===== src/rtl/rpn_sequencer.sv =====
// RPN instruction sequencer: expands PUSH/ADD/SUB/MUL/DUP/DROP/SWAP into
// timed strobes for the hardware stack, tracking depth and sticky faults.
module rpn_sequencer #(
    parameter int unsigned MAX_DEPTH = 1023,
    parameter int unsigned DW        = 16
) (
    input  logic          clk,
    input  logic          rst,
    input  logic          instr_valid,
    output logic          instr_ready,
    input  logic [2:0]    instr_op,
    input  logic [DW-1:0] instr_imm,
    input  logic          clr_err,
    output logic          st_push,
    output logic          st_pop,
    output logic          st_write,
    output logic [DW-1:0] st_data,
    input  logic [DW-1:0] st_top,
    output logic [9:0]    depth,
    output logic          error,
    output logic [1:0]    err_code,
    output logic [15:0]   retired
);

    localparam int unsigned DEPTH_W = 10;
    localparam int unsigned RET_W   = 16;

    localparam logic [2:0] OP_NOP  = 3'd0;
    localparam logic [2:0] OP_PUSH = 3'd1;
    localparam logic [2:0] OP_ADD  = 3'd2;
    localparam logic [2:0] OP_SUB  = 3'd3;
    localparam logic [2:0] OP_MUL  = 3'd4;
    localparam logic [2:0] OP_DUP  = 3'd5;
    localparam logic [2:0] OP_DROP = 3'd6;
    localparam logic [2:0] OP_SWAP = 3'd7;

    // SETTLE_W settles before the WRITE of a binary op; SETTLE ends a sequence.
    typedef enum logic [3:0] {
        S_IDLE, S_DONE, S_PUSH, S_LATCH_A, S_POP,
        S_SETTLE_W, S_WRITE, S_PUSH_B, S_SETTLE
    } state_t;

    state_t               state_q;
    logic [2:0]           op_q;
    logic [DW-1:0]        imm_q;
    logic [DW-1:0]        a_q;
    logic [DW-1:0]        b_q;
    logic [DEPTH_W-1:0]   depth_q;
    logic                 error_q;
    logic [1:0]           err_code_q;
    logic [RET_W-1:0]     retired_q;

    logic                 accept_c;
    logic                 underflow_c;
    logic                 overflow_c;
    state_t               first_c;
    logic [DW-1:0]        result_c;

    assign instr_ready = (state_q == S_IDLE) && !rst;
    assign accept_c    = instr_valid && instr_ready;

    // Fault detection and first state of the sequence, judged at acceptance.
    always_comb begin
        underflow_c = 1'b0;
        overflow_c  = 1'b0;
        first_c     = S_DONE;
        case (instr_op)
            OP_PUSH: begin
                overflow_c = (depth_q == DEPTH_W'(MAX_DEPTH));
                first_c    = S_PUSH;
            end
            OP_DUP: begin
                underflow_c = (depth_q == '0);
                overflow_c  = (depth_q == DEPTH_W'(MAX_DEPTH));
                first_c     = S_PUSH;
            end
            OP_DROP: begin
                underflow_c = (depth_q == '0);
                first_c     = S_POP;
            end
            OP_ADD, OP_SUB, OP_MUL, OP_SWAP: begin
                underflow_c = (depth_q < DEPTH_W'(2));
                first_c     = S_LATCH_A;
            end
            default: first_c = S_DONE;
        endcase
        if (underflow_c || overflow_c) begin
            first_c = S_DONE;
        end
    end

    // WRITE payload: arithmetic result, or the old top when swapping.
    always_comb begin
        case (op_q)
            OP_ADD:  result_c = st_top + a_q;
            OP_SUB:  result_c = st_top - a_q;
            OP_MUL:  result_c = st_top * a_q;
            default: result_c = a_q;
        endcase
    end

    always_ff @(posedge clk) begin
        if (rst) begin
            state_q    <= S_IDLE;
            op_q       <= OP_NOP;
            imm_q      <= '0;
            a_q        <= '0;
            b_q        <= '0;
            depth_q    <= '0;
            error_q    <= 1'b0;
            err_code_q <= 2'd0;
            retired_q  <= '0;
        end else begin
            if (clr_err) begin
                error_q    <= 1'b0;
                err_code_q <= 2'd0;
            end
            case (state_q)
                S_IDLE: begin
                    if (accept_c) begin
                        op_q      <= instr_op;
                        imm_q     <= instr_imm;
                        retired_q <= retired_q + RET_W'(1);
                        state_q   <= first_c;
                        // A simultaneous clr_err loses to the new fault.
                        if (underflow_c || overflow_c) begin
                            error_q <= 1'b1;
                            if (err_code_q == 2'd0 || clr_err) begin
                                err_code_q <= underflow_c ? 2'd1 : 2'd2;
                            end
                        end
                    end
                end
                S_LATCH_A: begin
                    a_q     <= st_top;
                    state_q <= S_POP;
                end
                S_POP: begin
                    depth_q <= depth_q - DEPTH_W'(1);
                    state_q <= (op_q == OP_DROP) ? S_SETTLE : S_SETTLE_W;
                end
                S_SETTLE_W: state_q <= S_WRITE;
                S_WRITE: begin
                    if (op_q == OP_SWAP) begin
                        b_q     <= st_top;
                        state_q <= S_PUSH_B;
                    end else begin
                        state_q <= S_IDLE;
                    end
                end
                S_PUSH, S_PUSH_B: begin
                    depth_q <= depth_q + DEPTH_W'(1);
                    state_q <= S_SETTLE;
                end
                default: state_q <= S_IDLE;
            endcase
        end
    end

    // Strobes and payload are pure decodes of the current state.
    always_comb begin
        st_push  = 1'b0;
        st_pop   = 1'b0;
        st_write = 1'b0;
        st_data  = '0;
        case (state_q)
            S_PUSH: begin
                st_push = 1'b1;
                st_data = (op_q == OP_DUP) ? st_top : imm_q;
            end
            S_PUSH_B: begin
                st_push = 1'b1;
                st_data = b_q;
            end
            S_POP: st_pop = 1'b1;
            S_WRITE: begin
                st_write = 1'b1;
                st_data  = result_c;
            end
            default: st_data = '0;
        endcase
    end

    assign depth    = depth_q;
    assign error    = error_q;
    assign err_code = err_code_q;
    assign retired  = retired_q;

endmodule


===== config.mk =====
export PLATFORM = sky130hd
export DESIGN_NAME = rpn_sequencer
export DESIGN_NICKNAME = d
export VERILOG_FILES = /design/src/rtl/rpn_sequencer.sv
export SDC_FILE = /design/constraint.sdc
export NUM_CORES = 1
export LEC_CHECK = 0
export BUFFER_PORTS_ARGS = -buffer_cell sky130_fd_sc_hd__buf_2
export CAP_MARGIN = 10
export CORE_MARGIN = 5
export CORE_UTILIZATION = 40
export CTS_CLUSTER_SIZE = 14
export DETAILED_ROUTE_END_ITERATION = 10
export PLACE_DENSITY = 0.62
export SLEW_MARGIN = 30
export SYNTH_ARGS = -nofsm -noshare
export SYNTH_HDL_FRONTEND = slang
export SYNTH_SLANG_ARGS = --single-unit

===== constraint.sdc =====
create_clock -name clk -period 17.9 [get_ports clk]
set_clock_uncertainty 0.05 [all_clocks]
set_input_delay 0.895 -clock clk [delete_from_list [all_inputs] [get_ports clk]]
set_output_delay 0.895 -clock clk [all_outputs]
set_load 0.02 [all_outputs]

# After elaboration in Yosys (flattened, before gate mapping)
# Cells that the tools add are included.
[op_classes]
n_reduce_logical = 15
eq_ne = 21
n_mul = 1
n_addsub = 5
magnitude_cmp = 1
n_mux = 25
[op_table]
columns = ["op", "count"]
rows = [
  ["16-bit case mux with 3 select lines", 2],
  ["3-bit equality test, second input constant", 8],
  ["4-bit case mux with 6 select lines", 1],
  ["10-bit case mux with 2 select lines", 1],
  ["16-bit by 1-bit adder with 16-bit output, second input constant", 1],
  ["16-bit adder", 1],
  ["4-bit by 3-bit equality test with 1-bit output, second input constant", 4],
  ["16-bit by 16-bit multiplier with 16-bit output", 1],
  ["16-bit two-way mux", 1],
  ["16-bit subtractor", 1],
  ["3-bit by 2-bit equality test with 1-bit output, second input constant", 4],
  ["2-bit two-way mux", 6],
  ["4-bit two-way mux", 3],
  ["10-bit by 1-bit adder with 10-bit output, second input constant", 1],
  ["10-bit equality test, second input constant", 1],
  ["10-bit zero test", 1],
  ["10-bit by 2-bit less-than comparator with 1-bit output, second input constant", 1],
  ["10-bit by 1-bit subtractor with 10-bit output, second input constant", 1],
  ["3-bit case mux with 3 select lines", 1],
  ["4-bit by 2-bit equality test with 1-bit output, second input constant", 2],
  ["1-bit two-way mux", 8],
  ["2-bit OR reduction", 3],
  ["4-bit zero test", 1],
  ["2-bit AND reduction", 2],
  ["10 further kinds", 12],
]
[word_totals]
output_inout_bits = 49
word_cells = 77
reg_bits = 84
in_bits = 39

# Depth between registers and ports, before layout
# Gate-level depths: netlist of the first run.
[logic_depth]
depth_word = 8
depth_mapped = 23
depth_no_buf = 21

# Worst setup path before layout of the first run
# No wires, ideal clock.
[synth_path]
path_type = "input port to output port"
from = "input port st_top[8]"
to = "output port st_data[15]"
t_arrival_ps = 5845
required_ps = 16955
cell_stages = 20
setup_slack_ps = 11110
n_path_buf = 1
path_cell_list = "clkbuf_1 -> and2_1 -> fa_1 -> inv_1 -> fa_1 -> inv_1 -> fa_1 -> fa_1 -> fa_1 -> inv_1 -> fa_1 -> inv_1 -> ha_1 -> nand3_1 -> a21oi_1 -> nor2_1 -> a21oi_1 -> xnor2_1 -> a221oi_1 -> o221ai_1"
[synth_via]
elab_chain_len = 3
elab_cells_between_ends = 5
classes_between = "add/sub: 2; mul: 1; mux: 2"
[synth_lines]
columns = ["element", "line", "source"]
rows = [
  ["start: declaration", "18", "input logic [DW-1:0] st_top,"],
  ["16-bit by 16-bit multiplier with 16-bit output, or another cell as far along", "97", "OP_MUL: result_c = st_top * a_q;"],
  ["16-bit case mux with 3 select lines *", "94", "case (op_q)"],
  ["16-bit case mux with 3 select lines *", "166", "case (state_q)"],
  ["end: declaration", "17", "output logic [DW-1:0] st_data,"],
]
# Mark *: on every way between the ends. The rest lies on a longest branch, timed or not.

# Worst setup path after layout of the first run
[layout_path]
from = "register a_q[2]"
to = "output port st_data[15]"
[layout_via]
elab_chain_len = 3
elab_cells_between_ends = 5
classes_between = "add/sub: 2; mul: 1; mux: 2"
[layout_lines]
columns = ["element", "line", "source"]
rows = [
  ["start: declaration", "46", "logic [DW-1:0] a_q;"],
  ["start signal: assignment", "135", "a_q <= st_top;"],
  ["16-bit by 16-bit multiplier with 16-bit output, or another cell as far along", "97", ""],
  ["16-bit case mux with 3 select lines *", "94", ""],
  ["16-bit case mux with 3 select lines *", "166", ""],
]
# Marked as above.

==> summary.md, run 1 <==
| Metric | Value |
|---|---|
| Outcome | completed |
| Fmax | 134 MHz |
| Die height | 161 um |
| Core Box Area | between 0.02 and 0.025 mm^2 |
| Count of cell types in the netlist | 56 |
| Critical path launch point type | flop |
| Initial antenna violation count | 0 |
| Via count | 7867 |
| Die Span X | between 150 and 200 um |
| Peak supply drop | ~0.11 mV |
| Total GRT Usage | 0.194 |
| Top cell type's share of synthesized area | 0.184 |
| Synth warn | 0 |
| Post-Route Setup TNS | 0 ns |
| # DRC | 0 |
| Fillers | roughly 2300 |
| Synth area leader | dfxtp_1 |
| Critical path type | reg -> out |
| Power per standard cell area | 94.6 mW/mm^2 |
| Ant diodes | 0 |
| Hold_buf cts | 0 |
| Final ANT Viol Nets | 0 |
| Max-slew headroom | 0.410 |
| Cts repair resizes | 0 |
| Syn Area/Cell | between 7 and 8 um^2 |
| Largest net degree at the start of global routing | 65 |
| Root Buffer | clkbuf_16 |
| Synth async-reset ratio | 0 |
| Port bufs | 87 |
| Postcts setup bufs | 0 |
| Minimum clock period | 7.46 ns |
| Initial Utilization | 0.405 |
| CP Max Fanout | 20 |
| Worst Path Arrival | 6.51 ns |
| Synth Net Count | approximately 1300 |
| CTS tree | done |
| Final worst path period share | 0.417 |
| HP Class | reg -> reg |
| DR vias/cell | 5.30 |
| Hold Vio Cnt, Final | 0 |
| Clock Path Buffers | 2 |
| CP endpoint kind | primary output |
| Iteration-0 DRC Markers | 450 |
| Initial DRT Pass Iterations | 5 |
| Max cap viols | 0 |
| CTS Sinks | 84 |
| FF+latch area | 0.00168 mm^2 |
| GPL Wtd Cong | 0.858 |
| Clock slew at reported path FFs | approximately 0.060 ns |
| Area of the mapped netlist | 0.00915 mm^2 |
| Worst-skew pair later-pin latency | 0.33 ns |
| Gate Count Post-Synth | roughly 1200 |
| First-pass GRT wire length | ~41000 um |
| Fraction of layout cells with a size suffix above 1 | 0.104 |
| H-tree Lvls | 3 |
| Util after Layout | 0.445 |
| Rows | 55 |
| Post-DR wirelength/cell | 16.9 um |
| EDFF count, synth | 0 |
| Pins Over Slew Limit | 0 |
| Detailed placer's ending HPWL | 18500 um |
| Design Power | around 0.00095 W |
| Cts bufs inserted | 9 |
| Synthesis-stage register bit count | 84 |
| Worst Tran Pin Value | 0.884 ns |
| Multi-input logic area | 0.00676 mm^2 |
| Sequential area share after synthesis | 0.184 |
| Total grt overflow | 0 |
| IO Count | 88 |
| Full die area | 0.0260 mm^2 |
| Setup Viol. Count Final | 0 |
| Area delta synth->final | 9.73% |
| Leak pwr | about 4.7 nW |
| WHS | between 0.4 and 0.5 ns |
| Vias in the first global route | 7986 |
| Worst EP required | roughly 17 ns |
| Net count reported at finish | ~1400 |
| RSZ-0062 raised after global routing | no |
| Top post-synthesis cells by area | dfxtp_1, fa_1, ha_1 |
| Routed Wire Length | 25000 um |
| Primary FF master, synth | dfxtp_1 |
## layout make-up
cell class / instances / area share
multi-input cells: 882 / 0.673
flip-flops and latches: 84 / 0.168
repair buffers: 94 / 0.0486
inverters: 124 / 0.0464
well taps: 285 / 0.0355
clock buffers: 12 / 0.0266
clock inverters: 3 / 0.00212
## kinds of logic after synthesis
kind of cell,Yosys count,synth area share
AO/OA/AOI/OAI,171,0.126
XOR/XNOR,84,0.0804
adder cells (fa/ha/maj),157,0.282
buffers and inverters,187,0.0782
flip-flops,84,0.184
multiplexers,15,0.0164
AND/OR/NAND/NOR,455,0.233
## sequential cells by signal (all words and copies together), names as in the netlist
name and flops:
a_q 16, b_q 16, imm_q 16, retired 16, depth 10, state_q 4, op_q 3, err_code 2
error 1
## layout by cell type (no fill, tap or decap), types with 3 or more instances in the layout
cell type / instances
clkbuf_8: 3
mux2i_1: 15
clkbuf_16: 9
nand2_1: 210
o21ai_0: 11
a211oi_1: 3
xnor2_1: 50
xor2_1: 34
buf_2: 87
nor2_1: 76
o221ai_1: 13
a21oi_1: 72
dfxtp_1: 84
buf_4: 7
a21o_1: 12
a221oi_1: 11
nand4_1: 5
a221o_1: 4
o21ai_1: 13
o31ai_1: 3
nor3_1: 8
nor2b_1: 6
nand2b_1: 8
and2_1: 71
o21a_1: 7
and3_1: 6
nand3_1: 30
nand3b_1: 3
a31oi_1: 3
ha_1: 75
nor4_1: 7
or3_1: 11
inv_1: 124
nor2_2: 3
fa_1: 82
## metrics by stage
| stage | setup slack (ns) | area [um^2] | instances |
|---|---|---|---|
| after detailed placement | 10.64 | 9750 | 1469 |
| after CTS | 10.46 | 10000 | 1484 |
| final | 10.44 | 10000 | 1484 |
| after global routing | 10.13 | 10000 | 1484 |
| after floorplan | 11.11 | 9150 | 1153 |
| after global placement | 10.67 | 9750 | 1469 |
## metal layers
metal / global-route usage / up-vias / part of all wire
met5: 0 / - / 0
met4: 0.0407 / 0 / 0.013
met3: 0.0342 / 31 / 0.062
met2: 0.316 / 224 / 0.45
met1: 0.271 / 3782 / 0.47
li1: - / 3830 / -
## synthesized netlist by cell type, types with 4 or more instances
cell type	instances
inv_1	124
a221o_1	4
nand3_1	30
clkbuf_1	51
buf_2	8
xor2_1	34
a21o_1	12
and2_1	71
o21a_1	7
dfxtp_1	84
or3_1	11
nor4_1	7
fa_1	82
and3_1	6
ha_1	75
o21ai_1	13
nor3_1	9
nor2_1	77
o221ai_1	13
nor2b_1	6
a221oi_1	11
nand2_1	210
nand4_1	5
mux2i_1	15
nand2b_1	8
a21oi_1	72
xnor2_1	50
o21ai_0	11
## power breakdown
| group | leakage (nW) | switching (W) | internal [W] |
|---|---|---|---|
| logic | 3.84 | 0.000302 | 0.000212 |
| registers | 0.681 | 0.0000384 | 0.000216 |
| clock network | 0.141 | 0.0000763 | 0.000105 |
| total | 4.66 | 0.000416 | 0.000533 |
## worst paths after layout
kind	start	slack, ns	cells past startpoint	endpoint
worst max register to register	state_q[1]$_SDFFE_PP0P_	13.72	14	depth[9]$_SDFFE_PP0P_
worst max-delay path	a_q[2]$_SDFFE_PP0P_	10.44	19	st_data[15]
worst min register to register	imm_q[15]$_SDFFE_PP0P_	0.40	2	imm_q[15]$_SDFFE_PP0P_
worst min-delay path	imm_q[15]$_SDFFE_PP0P_	0.40	2	imm_q[15]$_SDFFE_PP0P_
## critical path, cell delays in order (launching register included)
cell and delay, ns:
dfxtp_1 0.90, nand2_1 0.18, fa_1 0.52, fa_1 0.54, inv_1 0.05, fa_1 0.48, fa_1 0.52, fa_1 0.55
inv_1 0.06, fa_1 0.54, inv_1 0.05, ha_1 0.36, nand3_1 0.10, a21oi_1 0.17, nor2_1 0.07, a21oi_1 0.17
xnor2_1 0.12, a221oi_1 0.38, o221ai_1 0.20, buf_2 0.22
(Power assumes the default switching activity.)
==> inputs of run 2 (changes only) <==
--- a/config.mk
+++ b/config.mk
@@ -5,13 +5,14 @@
 export SDC_FILE = /design/constraint.sdc
 export NUM_CORES = 1
 export LEC_CHECK = 0
+export ABC_AREA = 1
 export BUFFER_PORTS_ARGS = -buffer_cell sky130_fd_sc_hd__buf_2
 export CAP_MARGIN = 10
 export CORE_MARGIN = 5
 export CORE_UTILIZATION = 40
 export CTS_CLUSTER_SIZE = 14
 export DETAILED_ROUTE_END_ITERATION = 10
-export PLACE_DENSITY = 0.62
+export PLACE_DENSITY = 0.64
 export SLEW_MARGIN = 30
 export SYNTH_ARGS = -nofsm -noshare
 export SYNTH_HDL_FRONTEND = slang
==> constraint.sdc (replaced) <==
create_clock -name clk -period 6.2 [get_ports clk]
set_clock_uncertainty 0.05 [all_clocks]
set_input_delay 0.31 -clock clk [delete_from_list [all_inputs] [get_ports clk]]
set_output_delay 0.31 -clock clk [all_outputs]
set_load 0.02 [all_outputs]
==> run 2 against run 1 <==
Compared with the run above: area after synthesis increased by 7.2%; die area increased by 6.8%; largest cell class unchanged; sequential share of layout area decreased by 1.6 points; count of clock-buffer cells in the layout fell by 2; register-to-register slack got worse by 11 ns; wire length rose by 18%; synthesized cell count rose by 30%; final cell count is 28% higher; power increased to 3.5 times the previous value; highest routed layer unchanged; cell area increased by 12%; clock power rose to 3.1 times the previous value; critical path depth grew 8; largest power group unchanged.
==> summary.md, run 2 <==
| Metric | Value |
|---|---|
| Worst EP required | between 5 and 6 ns |
| Ant diodes | 0 |
| Max-slew headroom | 0.436 |
| Synth warn | 0 |
| Multi-input logic area | 0.00679 mm^2 |
| Max cap viols | 0 |
| CP Max Fanout | 9 |
| Top sig layer | met4 |
| HP Class | in -> reg |
| Routed Wire Length | ~29000 um |
| Commonest non-fill, non-tap cells in the layout | nand2_1, inv_1, a21oi_1, o21ai_0, nor2_1 |
| Syn Area/Cell | 6.56 um^2 |
| Power per standard cell area | 292 mW/mm^2 |
| Synth Net Count | around 1700 |
| Util after Layout | 0.462 |
| Leak pwr | 6.04 nW |
| WL met2 | 13300 um |
| Crit-path slowest cell | fa_1 |
| Detailed placer's ending HPWL | 23500 um |
| DR WL met3 | 1730 um |
| IO Count | 88 |
| Total grt overflow | 0 |
| Final ANT Viol Nets | 0 |
| Total GRT Usage | 0.212 |
| Top post-synthesis cells by area | dfxtp_1, fa_1, nand2_1 |
| Placed cell count | 1876 |
| RSZ-0062 raised after global routing | yes |
| Setup Viol. Count Final | 0 |
| H-tree Lvls | 3 |
| Post-synth top cells | nand2_1, inv_1, a21oi_1 |
| Pins Over Slew Limit | 0 |
| Synth async-reset ratio | 0 |
| Via count | 9624 |
| Final WS setup | 0.172 ns |
| Die height | 167 um |
| CP endpoint kind | primary output |
| Synth area leader | dfxtp_1 |
| Crit path buffers/inverters | 7 |
| Most common cell after layout, fill and taps aside | nand2_1 |
| Vias in the first global route | around 9600 |
| Core Box Area | 0.0242 mm^2 |
| Worst Path Arrival | 5.67 ns |
| Critical path launch point type | flop |
| Clock Path Buffers | 2 |
| Worst Setup Slack post-DPL | 0.161 ns |
| Crit-path max cell delay | 0.54 ns |
| Critical path type | reg -> out |
| Area delta synth->final | 14.3% |
| # DRC | 0 |
| Minimum clock period | 6.03 ns |
| Worst Tran Pin Value | 0.843 ns |
| Post-Route M1 WL | 13700 um |
| EDFF count, synth | 0 |
| Worst path top cell family by delay | adder cells |
| Full die area | 0.0278 mm^2 |
| Hold Vio Cnt, Final | 0 |
| First-pass GRT wire length | 48700 um |
| Primary FF master, synth | dfxtp_1 |
| Initial Utilization | 0.404 |
| Worst-skew pair later-pin latency | 0.34 ns |
| Fmax | 166 MHz |
| Cts bufs inserted | 9 |
| Top cell type's share of synthesized area | 0.171 |
| Net count reported at finish | 1766 |
| Fin area | 0.0112 mm^2 |
| Area after DPL | 0.0106 mm^2 |
| FF+latch area | 0.00170 mm^2 |
| Post-DR wirelength/cell | 15.5 um |
| DR vias/cell | 5.07 |
| Count of cell types in the netlist | 45 |
| CTS tree | done |
| Root Buffer | clkbuf_16 |
| Most numerous cell in the Yosys netlist | nand2_1 |
| Sequential area share after synthesis | 0.171 |
| Largest net degree at the start of global routing | 56 |
| Fillers | 2546 |
| Final instance count without filler cells | ~1900 |
| Outcome | completed |
| Final worst path period share | 0.972 |
| Design Power | approximately 0.0033 W |
| Iteration-0 DRC Markers | 535 |
| Clock slew at reported path FFs | 0.07 ns |
| Gate Count Post-Synth | 1496 |
| Synthesis-stage register bit count | 84 |
| Peak supply drop | 0.357 mV |
| Initial antenna violation count | 0 |
| Fraction of layout cells with a size suffix above 1 | 0.129 |
| Rows | 57 |
| Port bufs | 87 |
| Initial DRT Pass Iterations | 5 |
| Area of the mapped netlist | 0.00981 mm^2 |
| GPL Wtd Cong | roughly 0.93 |
| CTS Sinks | 84 |
| Die Span X | 167 um |
-- run 2: cell types whose count changed after synthesis, sizes merged, moves of 20 or more --
cell	previous run	this run
a21oi	73	123
and2	71	0
inv	124	336
nand2	210	335
nand3	30	72
nor3	9	29
o21ai	24	114
xnor2	50	4
-- run 2: cells by family after synthesis --
group,Yosys count,synth area share
simple gates,558,0.239
buf+inv,396,0.153
compound gates,273,0.149
fa+ha+maj,157,0.263
flops,84,0.171
xor+xnor,28,0.0250
-- run 2: worst reg2reg max path, stage by stage (launching register included) --
cell,delay [ns]
dfxtp_1,0.44
inv_1,0.06
nand3_1,0.10
inv_1,0.26
nor2_1,0.75
inv_1,0.30
fa_1,0.50
o21ai_0,0.28
nand2_1,0.09
nand2_1,0.09
a21oi_1,0.10
nor2_1,0.11
nor2_1,0.05
nor2_1,0.08
nor2_1,0.05
xnor2_1,0.12
o21ai_0,0.14
inv_1,0.05
-- run 2: layer usage --
metal / vias up / GRT usage
li1: 4795 / -
met1: 4503 / 0.293
met2: 277 / 0.349
met3: 49 / 0.0329
met4: 0 / 0.0566
met5: - / 0
-- run 2: final timing paths --
path / from / end / slack, ns / depth (start not counted)
hold reg to reg: imm_q[4]$_SDFFE_PP0P_ / imm_q[4]$_SDFFE_PP0P_ / 0.41 / 2
setup reg to reg: state_q[0]$_SDFFE_PP0P_ / depth[8]$_SDFFE_PP0P_ / 2.48 / 17
hold / removal: instr_imm[0] / imm_q[0]$_SDFFE_PP0P_ / 0.12 / 3
setup / recovery: a_q[5]$_SDFFE_PP0P_ / st_data[12] / 0.17 / 27
-- run 2: repair_timing --
| item | CTS | global route |
|---|---|---|
| pin swaps | 0 | 16 |
| gates resized for setup | 15 | 44 |
| setup endpoints to repair | 6 | 7 |
| gates cloned | 0 | 0 |
| hold buffers | 0 | 0 |
| buffers inserted | 0 | 7 |
-- run 2: power by group --
part           total [W]  switching, W  internal, W
sequential      0.000717     0.0000950     0.000622
clock           0.000569      0.000242     0.000327
combinational    0.00199       0.00126     0.000736
-- run 2: cell type report --
| class | instances | share of cell area |
|---|---|---|
| repair buffers | 122 | 0.0656 |
| inverters | 337 | 0.113 |
| flip-flops and latches | 84 | 0.152 |
| clock buffers | 10 | 0.0213 |
| multi-input cells | 1016 | 0.606 |
| well taps | 324 | 0.0361 |
| clock inverters | 6 | 0.00625 |
-- run 2: metrics by stage --
stage / hold slack [ns] / TNS [ns]
after floorplan: 0.373 / 0
after global placement: 0.394 / 0
after detailed placement: 0.402 / 0
after CTS: 0.117 / 0
after global routing: 0.116 / -0.109
final: 0.125 / 0
